File: src/rtl/fetch_unit.sv
// Instruction fetch stage: issues word requests under a DEPTH-entry credit limit,
// buffers in-order responses with their PC, and presents the head to decode.
module fetch_unit #(
  parameter int unsigned         XLEN         = 32,
  parameter int unsigned         DEPTH        = 4,
  parameter logic [XLEN-1:0]     RESET_VECTOR = '0
) (
  input  logic            clk,
  input  logic            reset_n,
  output logic            imem_req_o,
  output logic [XLEN-1:0] imem_adr_o,
  input  logic            imem_gnt_i,
  input  logic            imem_rvalid_i,
  input  logic [XLEN-1:0] imem_rdata_i,
  input  logic            branch_v_i,
  input  logic [XLEN-1:0] branch_target_i,
  output logic            instr_v_o,
  output logic [XLEN-1:0] instr_o,
  output logic [XLEN-1:0] pc_o,
  input  logic            instr_ready_i
);

  localparam int unsigned AW = $clog2(DEPTH);
  localparam int unsigned CW = AW + 1;
  localparam logic [CW:0]     DEPTH_C = (CW+1)'(DEPTH);
  localparam logic [XLEN-1:0] NOP     = XLEN'(32'h0000_0013);

  logic [XLEN-1:0] pc_q, pc_d;
  logic [XLEN-1:0] rsp_pc_q, rsp_pc_d;
  logic [AW-1:0]   wptr_q, wptr_d, rptr_q, rptr_d;
  logic [CW-1:0]   occ_q, occ_d, out_q, out_d, drop_q, drop_d;
  logic [XLEN-1:0] fifo_pc_q  [DEPTH];
  logic [XLEN-1:0] fifo_ins_q [DEPTH];

  logic            issue, rsp, push, pop;
  logic [CW:0]     credit;
  logic [XLEN-1:0] tgt;
  logic            unused_tgt;

  assign tgt        = {branch_target_i[XLEN-1:2], 2'b00};
  assign unused_tgt = ^branch_target_i[1:0];

  assign credit     = {1'b0, out_q} + {1'b0, occ_q};
  assign imem_req_o = reset_n & ~branch_v_i & (credit < DEPTH_C);
  assign imem_adr_o = pc_q;
  assign issue      = imem_req_o & imem_gnt_i;

  // A response with nothing outstanding is out of protocol and ignored.
  assign rsp        = imem_rvalid_i & (out_q != '0);
  assign push       = rsp & ~branch_v_i & (drop_q == '0);

  assign instr_v_o  = (occ_q != '0) & ~branch_v_i;
  assign pop        = instr_v_o & instr_ready_i;
  assign instr_o    = (occ_q != '0) ? fifo_ins_q[rptr_q] : NOP;
  assign pc_o       = (occ_q != '0) ? fifo_pc_q[rptr_q]  : '0;

  always_comb begin
    pc_d     = pc_q;
    rsp_pc_d = rsp_pc_q;
    wptr_d   = wptr_q;
    rptr_d   = rptr_q;
    occ_d    = occ_q;
    drop_d   = drop_q;
    out_d    = out_q + CW'(issue) - CW'(rsp);
    if (branch_v_i) begin
      // rsp_pc tracks the PC of the next kept response; everything in flight now is dropped.
      pc_d     = tgt;
      rsp_pc_d = tgt;
      wptr_d   = '0;
      rptr_d   = '0;
      occ_d    = '0;
      drop_d   = out_q - CW'(rsp);
    end else begin
      if (issue) pc_d = pc_q + XLEN'(4);
      if (rsp && (drop_q != '0)) drop_d = drop_q - CW'(1);
      if (push) begin
        wptr_d   = wptr_q + AW'(1);
        rsp_pc_d = rsp_pc_q + XLEN'(4);
      end
      if (pop) rptr_d = rptr_q + AW'(1);
      occ_d = occ_q + CW'(push) - CW'(pop);
    end
  end

  always_ff @(posedge clk) begin
    if (!reset_n) begin
      pc_q     <= RESET_VECTOR;
      rsp_pc_q <= RESET_VECTOR;
      wptr_q   <= '0;
      rptr_q   <= '0;
      occ_q    <= '0;
      out_q    <= '0;
      drop_q   <= '0;
    end else begin
      pc_q     <= pc_d;
      rsp_pc_q <= rsp_pc_d;
      wptr_q   <= wptr_d;
      rptr_q   <= rptr_d;
      occ_q    <= occ_d;
      out_q    <= out_d;
      drop_q   <= drop_d;
    end
  end

  always_ff @(posedge clk) begin
    if (reset_n && push) begin
      fifo_pc_q[wptr_q]  <= rsp_pc_q;
      fifo_ins_q[wptr_q] <= imem_rdata_i;
    end
  end

  a_no_orphan_rvalid: assert property (@(posedge clk) disable iff (!reset_n)
    !(imem_rvalid_i && (out_q == '0)));

endmodule

File: config.mk
export PLATFORM = sky130hd
export DESIGN_NAME = fetch_unit
export DESIGN_NICKNAME = d
export VERILOG_FILES = /design/src/rtl/fetch_unit.sv
export SDC_FILE = /design/constraint.sdc
export NUM_CORES = 1
export LEC_CHECK = 0
export CORE_ASPECT_RATIO = 1.75
export CORE_UTILIZATION = 56
export CTS_CLUSTER_DIAMETER = 120
export CTS_CLUSTER_SIZE = 20
export DETAILED_ROUTE_END_ITERATION = 16
export PLACE_DENSITY = 0.84
export SYNTH_ARGS = -nofsm -noshare
export SYNTH_HDL_FRONTEND = slang
export SYNTH_SLANG_ARGS = --single-unit
File: constraint.sdc
create_clock -name clk -period 4.2 [get_ports clk]
set_input_delay 0.84 -clock clk [delete_from_list [all_inputs] [get_ports clk]]
set_output_delay 0.84 -clock clk [all_outputs]
set_load 0.01 [all_outputs]
; After elaboration in Yosys (flattened, before gate mapping)
; Memories as Yosys holds them, arrays and structs flattened. A register that Yosys moved wholly into a read port is not among the register bits.
; Cells that the tools add are included.
; W data, S select, Z words.
[totals]
regBits = 77
output_inout_bits = 98
latchBits = 0
elab_cells = 57
rom_bits = 0
ram_bits = 256
memories = 2
in_bits = 70
[classes]
n_lt_le_gt_ge = 1
eq_ne = 0
shifts = 0
mux = 14
reduce_logical = 10
bitwise = 10
addsub = 11
div = 0
multipliers = 0
[memory_table]
columns = memory, depth, width, rd, rd_clocked_by_memory_dff, wr, line
row1 = fifo_ins_q, 4, 32, 1, 1, 1, 33  ; logic [XLEN-1:0] fifo_ins_q [DEPTH];
row2 = fifo_pc_q, 4, 32, 1, 1, 1, 32  ; logic [XLEN-1:0] fifo_pc_q [DEPTH];
[op_table]
columns = op, count
row1 = $mux W32, 6
row2 = $add A32 B3 Y32 const B, 2
row3 = $reduce_bool A3 Y1, 3
row4 = $sub A3 B1 Y3, 3
row5 = $and A1 B1 Y1, 8
row6 = $mux W2, 4
row7 = $add A3 B1 Y3, 2
row8 = $mux W3, 2
row9 = $reduce_bool A2 Y1, 3
row10 = $add A2 B1 Y2 const B, 2
row11 = $add A3 B3 Y4, 1
row12 = $lt A4 B3 Y1 const B, 1
row13 = $logic_not A3 Y1, 1
row14 = $sub A3 B1 Y3 const B, 1
row15 = $logic_and A1 B1 Y1, 2
row16 = $mux W1, 2
row17 = $not A1 Y1, 2
row18 = $reduce_or A2 Y1, 1

; Longest topological paths before layout
; Gate-level depths: netlist of run 1.
[depth]
ltp_word = 7
depth_mapped = 14
ltp_nobuf = 13

; Worst setup path before layout of run 1
; Ideal clock, no wire load.
[synth_timing]
kind = input port to flip-flop
start = in branch_v_i
end = mem fifo_ins_q[0][0] (enable)
setup_slack_ns = 0.923
path_stages = 4
n_path_buf = 2
t_arrival_ns = 2.850
path_cell_list = buf_2 > and2b_1 > buf_6 > and3_1
[synth_between]
elab_chain_len = 6
[synth_rtl]
columns = element, line
row1 = from (decl), 15  ; input logic branch_v_i,
row2 = $not A1 Y1, 50  ; assign push = rsp & ~branch_v_i & (drop_q == '0);
row3 = $and A1 B1 Y1 (2 in a row), 50
row4 = $logic_and A1 B1 Y1, 106  ; if (reset_n && push) begin
row5 = $mux W1, 106
row6 = $mux W1 (implied by the code), 108  ; fifo_ins_q[wptr_q] <= imem_rdata_i;
row7 = to (decl), 33
; No other way between the ends.

==> out/metrics.cfg, run 1 <==
[run_status]
outcome=completed

[routing]
wirelength_um=27000
via_count=7823
dr.first_iter.drc_count=476
vias_per_cell=5.79
first_pass_iters=5
post_drt_wl_per_cell_um=20.0
post-route-drc-count=0
ant_nets=0

[layout]
nNetsFinal=1115
seq_area_um2=8950
fillCellCount=1694
final_common_cell=edfxtp_1
multi_input_area_um2=4340
layout-drive-gt1-share_pct=13.8
layoutNonFillerInstCount=1350
syn2layout_area_growth_pct=19.1
final_cell_mix=edfxtp_1, clkdlybuf4s50_1, dfxtp_1, mux4_2, nor2b_1

[sta]
worstMarginPinSlew_ns=0.957
slew_violations=0
hold_viol_final=0
hold_slack_ns=0.544
period_minus_slack_ns=3.70
min_period_over_period_pct=88.1
setup_viol=0
fin_tns_setup_ns=0
rsz0062_at_grt=no
fmax_mhz=270
slew_headroom_pct=36.0
layout_setup_ws_ns=0.501
skew_ns=0.0332

[setup_path]
cpPeakStageDelay_ns=0.72
crit_path_end_kind=output pin
reg2reg_slack_ns=1.27
worst-path-buf-inv=2
cpLargestDelayFamily=buffers and inverters
crit_path_top_delay_cell=dfxtp_4
path_class=flop to output pin
arrival_ns=2.86
cp_data_required_time_ns=3.36
worstPathMaxFanout=27
crit_chain=buf_4 -> mux4_2 -> nor2b_1 -> clkdlybuf4s50_1
critPathLaunchType=flop

[power_and_ir_drop]
power_frac_clock_pct=30.8
combinationalPowerShare_pct=11.3
power.switching_w=0.00147
p_int_w=0.00485
p_per_area_nw_per_um2=391
pwr-share-seq_pct=58.0
swShare_pct=23.3
p_leak_nw=5.11
worst_ir_drop_vdd_v=0.000263

[clocking]
ctsResizeCount=0
htree_levels=1
cts_root_buffer=clkbuf_16
cts_tree=yes
cts_hold_buf=0
clk_pin_slew_ns=0.08
clock_path_buffers=3
cts_inserted_buffers=20
cts.sinks=323
clock_latency_ns=0.52
cts_setup_buffers=0

[synthesis]
synthArstFlopShare_pct=0
synth.avg_cell_area_um2=15.6
ys_ff_latch=323
synth_area_leaders=edfxtp_1, dfxtp_1, mux4_2
synth_cell_type_count=51
synth_edf_count=248
seq_area_frac_synth_pct=66.0
postSynthCellCount=871
synth_warnings=0
syn_area_um2=13600
synth.top_cell.area_share_pct=54.9
ys.flop_type=edfxtp_1
yosys.area.top_type=edfxtp_1

[die]
fp.dieH_um=208
die_x_um=120
initial_core_util_pct=56.9
placeableCoreArea_um2=23800
ioPinCount=168
dieArea_um2=24900
row_count=75

[global_routing]
track_usage_pct=21.8
grt_pass1_wl_um=42200
gr-total-overflow=0
grt_start_max_net_pins=65
antenna_found_initial=1
grt_pass1_vias=7949

[placement]
place_congestion=0.843
place_ws_ns=0.660
dp_cells=1313
port_buffers=161
dp_hpwl_um=18000

[run]
maxCapViolations=0

[hold_path]
hold_class=flop to flop

## area by class of cell
class	count	share of cell area (%)
Timing Repair Buffer	178	11.2
Clock inverter	1	0.124
Antenna cell	1	0.0155
Inverter	18	0.418
Tap cell	308	2.39
Multi-Input combinational cell	486	26.8
Sequential cell	323	55.4
Clock buffer	35	3.58
## cells in the mapped netlist (all sizes together), types with 2 or more instances
library cell / count
a211o: 2
a211oi: 4
a21oi: 53
a31oi: 4
and2: 5
and3: 16
and4: 8
buf: 18
clkbuf: 29
dfxtp: 75
edfxtp: 248
fa: 2
ha: 16
inv: 18
mux2i: 4
mux4: 62
nand2: 29
nand3: 28
nand3b: 2
nand4: 21
nor2: 21
nor2b: 60
nor3: 20
nor4: 17
o21ai: 33
or2: 4
or3: 5
xnor2: 25
xor2: 33
## power groups by stage
stage | sequential (W) | combinational, W | clock, W
3_5_place_dp | 0.00374 | 0.000715 | 0
5_1_grt | 0.00368 | 0.000780 | 0.00209
3_3_place_gp | 0.00373 | 0.000698 | 0
2_1_floorplan | 0.00371 | 0.000429 | 0
6_report | 0.00367 | 0.000712 | 0.00195
4_1_cts | 0.00366 | 0.000720 | 0.00198
## worst paths after layout
| path | depth (start not counted) | endpoint | from |
|---|---|---|---|
| setup / recovery | 4 | instr_o[11] | flop |
| hold reg to reg | 0 | fifo_pc_q[0][18]$_DFFE_PP_ | rsp_pc_q[18]$_SDFFE_PN0P_ |
| hold / removal | 0 | fifo_pc_q[0][18]$_DFFE_PP_ | rsp_pc_q[18]$_SDFFE_PN0P_ |
| setup reg to reg | 13 | out_q[2]$_SDFF_PN0_ | out_q[2]$_SDFF_PN0_ |
## metrics by stage
stage	cell area (um^2)	power (W)	util [%]
finish	16200	0.00632	67.8
global route	16200	0.00655	67.8
CTS	16200	0.00636	67.8
detailed placement	15600	0.00445	65.3
global placement	15600	0.00443	65.3
floorplan	13600	0.00414	-
## routing by layer
metal  vias to the layer above  GRT usage [%]  routed length, um  part of all wire (%)
met5                         -              0                  0                     0
li1                       3636              -                  -                     -
met1                      3863           26.6              10300                    38
met4                         0           9.57               1170                   4.3
met3                        68           1.87               1090                   4.0
met2                       256           39.3              14500                    54
## worst reg2reg max path: stages, from the launching register on
cell and delay [ns]:
dfxtp_1 0.47, ha_1 0.30, nor3_2 0.30, nand3_4 0.17, inv_2 0.13, nand2_1 0.13
ha_1 0.30, inv_1 0.06, ha_1 0.13, inv_1 0.05, fa_1 0.37, xnor2_1 0.20
xnor2_1 0.08, and2_1 0.16
## sequential cells by signal (all words and copies together), names as in the netlist, named ones only
name / flops
imem_adr_o: 30
out_q: 3
wptr_q: 2
fifo_pc_q: 120
rsp_pc_q: 30
rptr_q: 2
occ_q: 3
drop_q: 3
fifo_ins_q: 128
## cell families (layout without fill, tap and decap cells)
| group | after synthesis | count (layout) | synth area share [%] |
|---|---|---|---|
| AO/OA/AOI/OAI | 100 | 100 | 3.99 |
| XOR/XNOR | 58 | 58 | 3.75 |
| adder cells (fa/ha/maj) | 18 | 18 | 1.77 |
| buffers and inverters | 65 | 232 | 2.20 |
| flip-flops | 323 | 323 | 66.0 |
| multiplexers | 66 | 66 | 10.6 |
| other | 1 | 5 | 0.0277 |
| AND/OR/NAND/NOR | 240 | 240 | 11.7 |
Power figures use the tool's default switching activity.
==> run 2, diff against run 1 <==
--- a/config.mk
+++ b/config.mk
@@ -6,11 +6,11 @@
 export NUM_CORES = 1
 export LEC_CHECK = 0
 export CORE_ASPECT_RATIO = 1.75
-export CORE_UTILIZATION = 56
+export CORE_UTILIZATION = 45
 export CTS_CLUSTER_DIAMETER = 120
 export CTS_CLUSTER_SIZE = 20
 export DETAILED_ROUTE_END_ITERATION = 16
-export PLACE_DENSITY = 0.84
+export PLACE_DENSITY = 0.71
 export SYNTH_ARGS = -nofsm -noshare
 export SYNTH_HDL_FRONTEND = slang
 export SYNTH_SLANG_ARGS = --single-unit
==> out/metrics.cfg, run 2 (synthesis gave the netlist of run 1 again) <==
[placement]
port_buffers=161  ; unchanged
dp_hpwl_um=18200  ; +1.4%
place_ws_ns=0.588  ; -0.0720 ns
place_congestion=0.796  ; -5.6%
dp_cells=1385  ; +5.5%

[layout]
largest_reg_flops=128  ; unchanged
layoutNonFillerInstCount=1421  ; +5.3%
largest-register=fifo_ins_q
layout-drive-gt1-share_pct=13.7  ; -0.17 points
antenna_cells=0  ; -1
final_cell_mix=edfxtp_1, clkdlybuf4s50_1, dfxtp_1, mux4_2, nor2b_1
syn2layout_area_growth_pct=19.9
final_common_cell=edfxtp_1
top_regs=fifo_ins_q: 128 flops, fifo_pc_q: 120 flops
nNetsFinal=1113  ; -0.18%

[power_and_ir_drop]
p_per_area_nw_per_um2=391  ; -0.20%
p_leak_nw=5.11  ; about the same
worst_ir_drop_vdd_v=0.000238  ; -9.4%

[setup_path]
arrival_ns=2.72  ; -0.14 ns
crit_chain=buf_12 -> mux4_2 -> or2_2 -> clkdlybuf4s50_1
cpPeakStageDelay_ns=0.63  ; -0.09 ns
critPathLaunchType=flop
cpLargestDelayFamily=buffers and inverters
cp_data_required_time_ns=3.36  ; about the same
worstPathMaxFanout=19  ; -30%
crit_path_top_delay_cell=dfxtp_4
crit_path_end_kind=output pin
worst-path-buf-inv=2  ; unchanged
path_class=flop to output pin

[sta]
rsz0062_at_grt=no
setup_viol=0  ; unchanged
skew_ns=0.0261  ; -0.00711 ns
fin_tns_setup_ns=0  ; unchanged
layout_setup_ws_ns=0.642  ; +0.141 ns
worstMarginPinSlew_ns=1.03  ; +0.0737 ns
min_period_over_period_pct=84.7  ; -3.4 points
period_minus_slack_ns=3.56  ; -0.141 ns
fmax_mhz=281  ; +4.0%
hold_viol_final=0  ; unchanged
slew_headroom_pct=31.0  ; -4.9 points
slew_violations=0  ; unchanged

[routing]
dr.first_iter.drc_count=515  ; +8.2%
vias_per_cell=5.47  ; -5.7%
via_count=7767  ; -0.72%
post-route-drc-count=0  ; unchanged
first_pass_iters=4  ; -1
ant_nets=0  ; unchanged
post_drt_wl_per_cell_um=19.8  ; -1.3%
wirelength_um=28100  ; +3.9%

[die]
placeableCoreArea_um2=29500  ; +24%
ioPinCount=168  ; unchanged
initial_core_util_pct=46.0  ; -11 points
fp.dieH_um=232  ; +11%
dieArea_um2=30900  ; +24%
die_x_um=133  ; +11%
row_count=83  ; +11%

[clocking]
ctsResizeCount=0  ; unchanged
clk_pin_slew_ns=0.08  ; about the same
clock_path_buffers=3  ; unchanged
htree_levels=1  ; unchanged
cts_inserted_buffers=20  ; unchanged
cts_setup_buffers=0  ; unchanged
cts_tree=yes
cts.sinks=323  ; unchanged
cts_root_buffer=clkbuf_16
clock_latency_ns=0.52  ; about the same
cts_hold_buf=0  ; unchanged

[global_routing]
grtUsageMet2_pct=34.8  ; -4.5 points
grt_pass1_wl_um=43900  ; +4.1%
gr-total-overflow=0  ; unchanged
grt_start_max_net_pins=65  ; unchanged
busiest_layer=met2
use_met1_pct=21.9  ; -4.6 points
antenna_found_initial=0  ; -1
gr-usage-met3_pct=1.68  ; -0.18 points
track_usage_pct=18.6  ; -3.2 points
grt_pass1_vias=7952  ; +0.038%

[run_status]
outcome=completed

[run]
maxCapViolations=0  ; unchanged

[hold_path]
hold_class=flop to flop

[run 2: cell count changes in the layout (fill, tap and decap cells not counted)]
cell | before | now
buf_4 | 11 | 7
buf_12 | 6 | 8
diode_2 | 1 | 0
[run 2: report_power, final]
part	switching [W]	leakage (nW)	internal (W)
registers	0.000117	2.87	0.00355
clock network	0.00102	0.285	0.000953
logic	0.000356	1.95	0.000357
[run 2: worst paths after layout]
path | from | to | slack, ns | depth (start not counted)
max | flop | instr_o[1] | 0.64 | 4
min reg2reg | rsp_pc_q[18]$_SDFFE_PN0P_ | fifo_pc_q[2][18]$_DFFE_PP_ | 0.54 | 0
min | rsp_pc_q[18]$_SDFFE_PN0P_ | fifo_pc_q[2][18]$_DFFE_PP_ | 0.54 | 0
max reg2reg | out_q[2]$_SDFF_PN0_ | out_q[2]$_SDFF_PN0_ | 1.29 | 13
[run 2: stage by stage]
stage / power (W) / hold WS (ns) / area [um^2] / util [%]
finish: 0.00635 / 0.540 / 16300 / 55.1
detailed placement: 0.00446 / 0.528 / 15700 / 53.1
CTS: 0.00643 / 0.539 / 16300 / 55.1
global placement: 0.00445 / 0.519 / 15700 / 53.1
global route: 0.00660 / 0.562 / 16300 / 55.1
floorplan: 0.00414 / 0.480 / 13600 / -
[run 2: final cells by class]
class / count / area [um^2]
fill: 2437 / 13200
sequential: 323 / 8950
multi-input combinational: 486 / 4340
timing repair buffer: 176 / 1820
clock buffer: 35 / 578
tap: 382 / 478
inverter: 18 / 67.6
clock inverter: 1 / 20.0
[run 2: routing by layer]
layer	part of all wire (%)	wire [um]
met3	3.7	1040
met4	2.8	794
met5	0	0
met2	54	15200
met1	39	11000
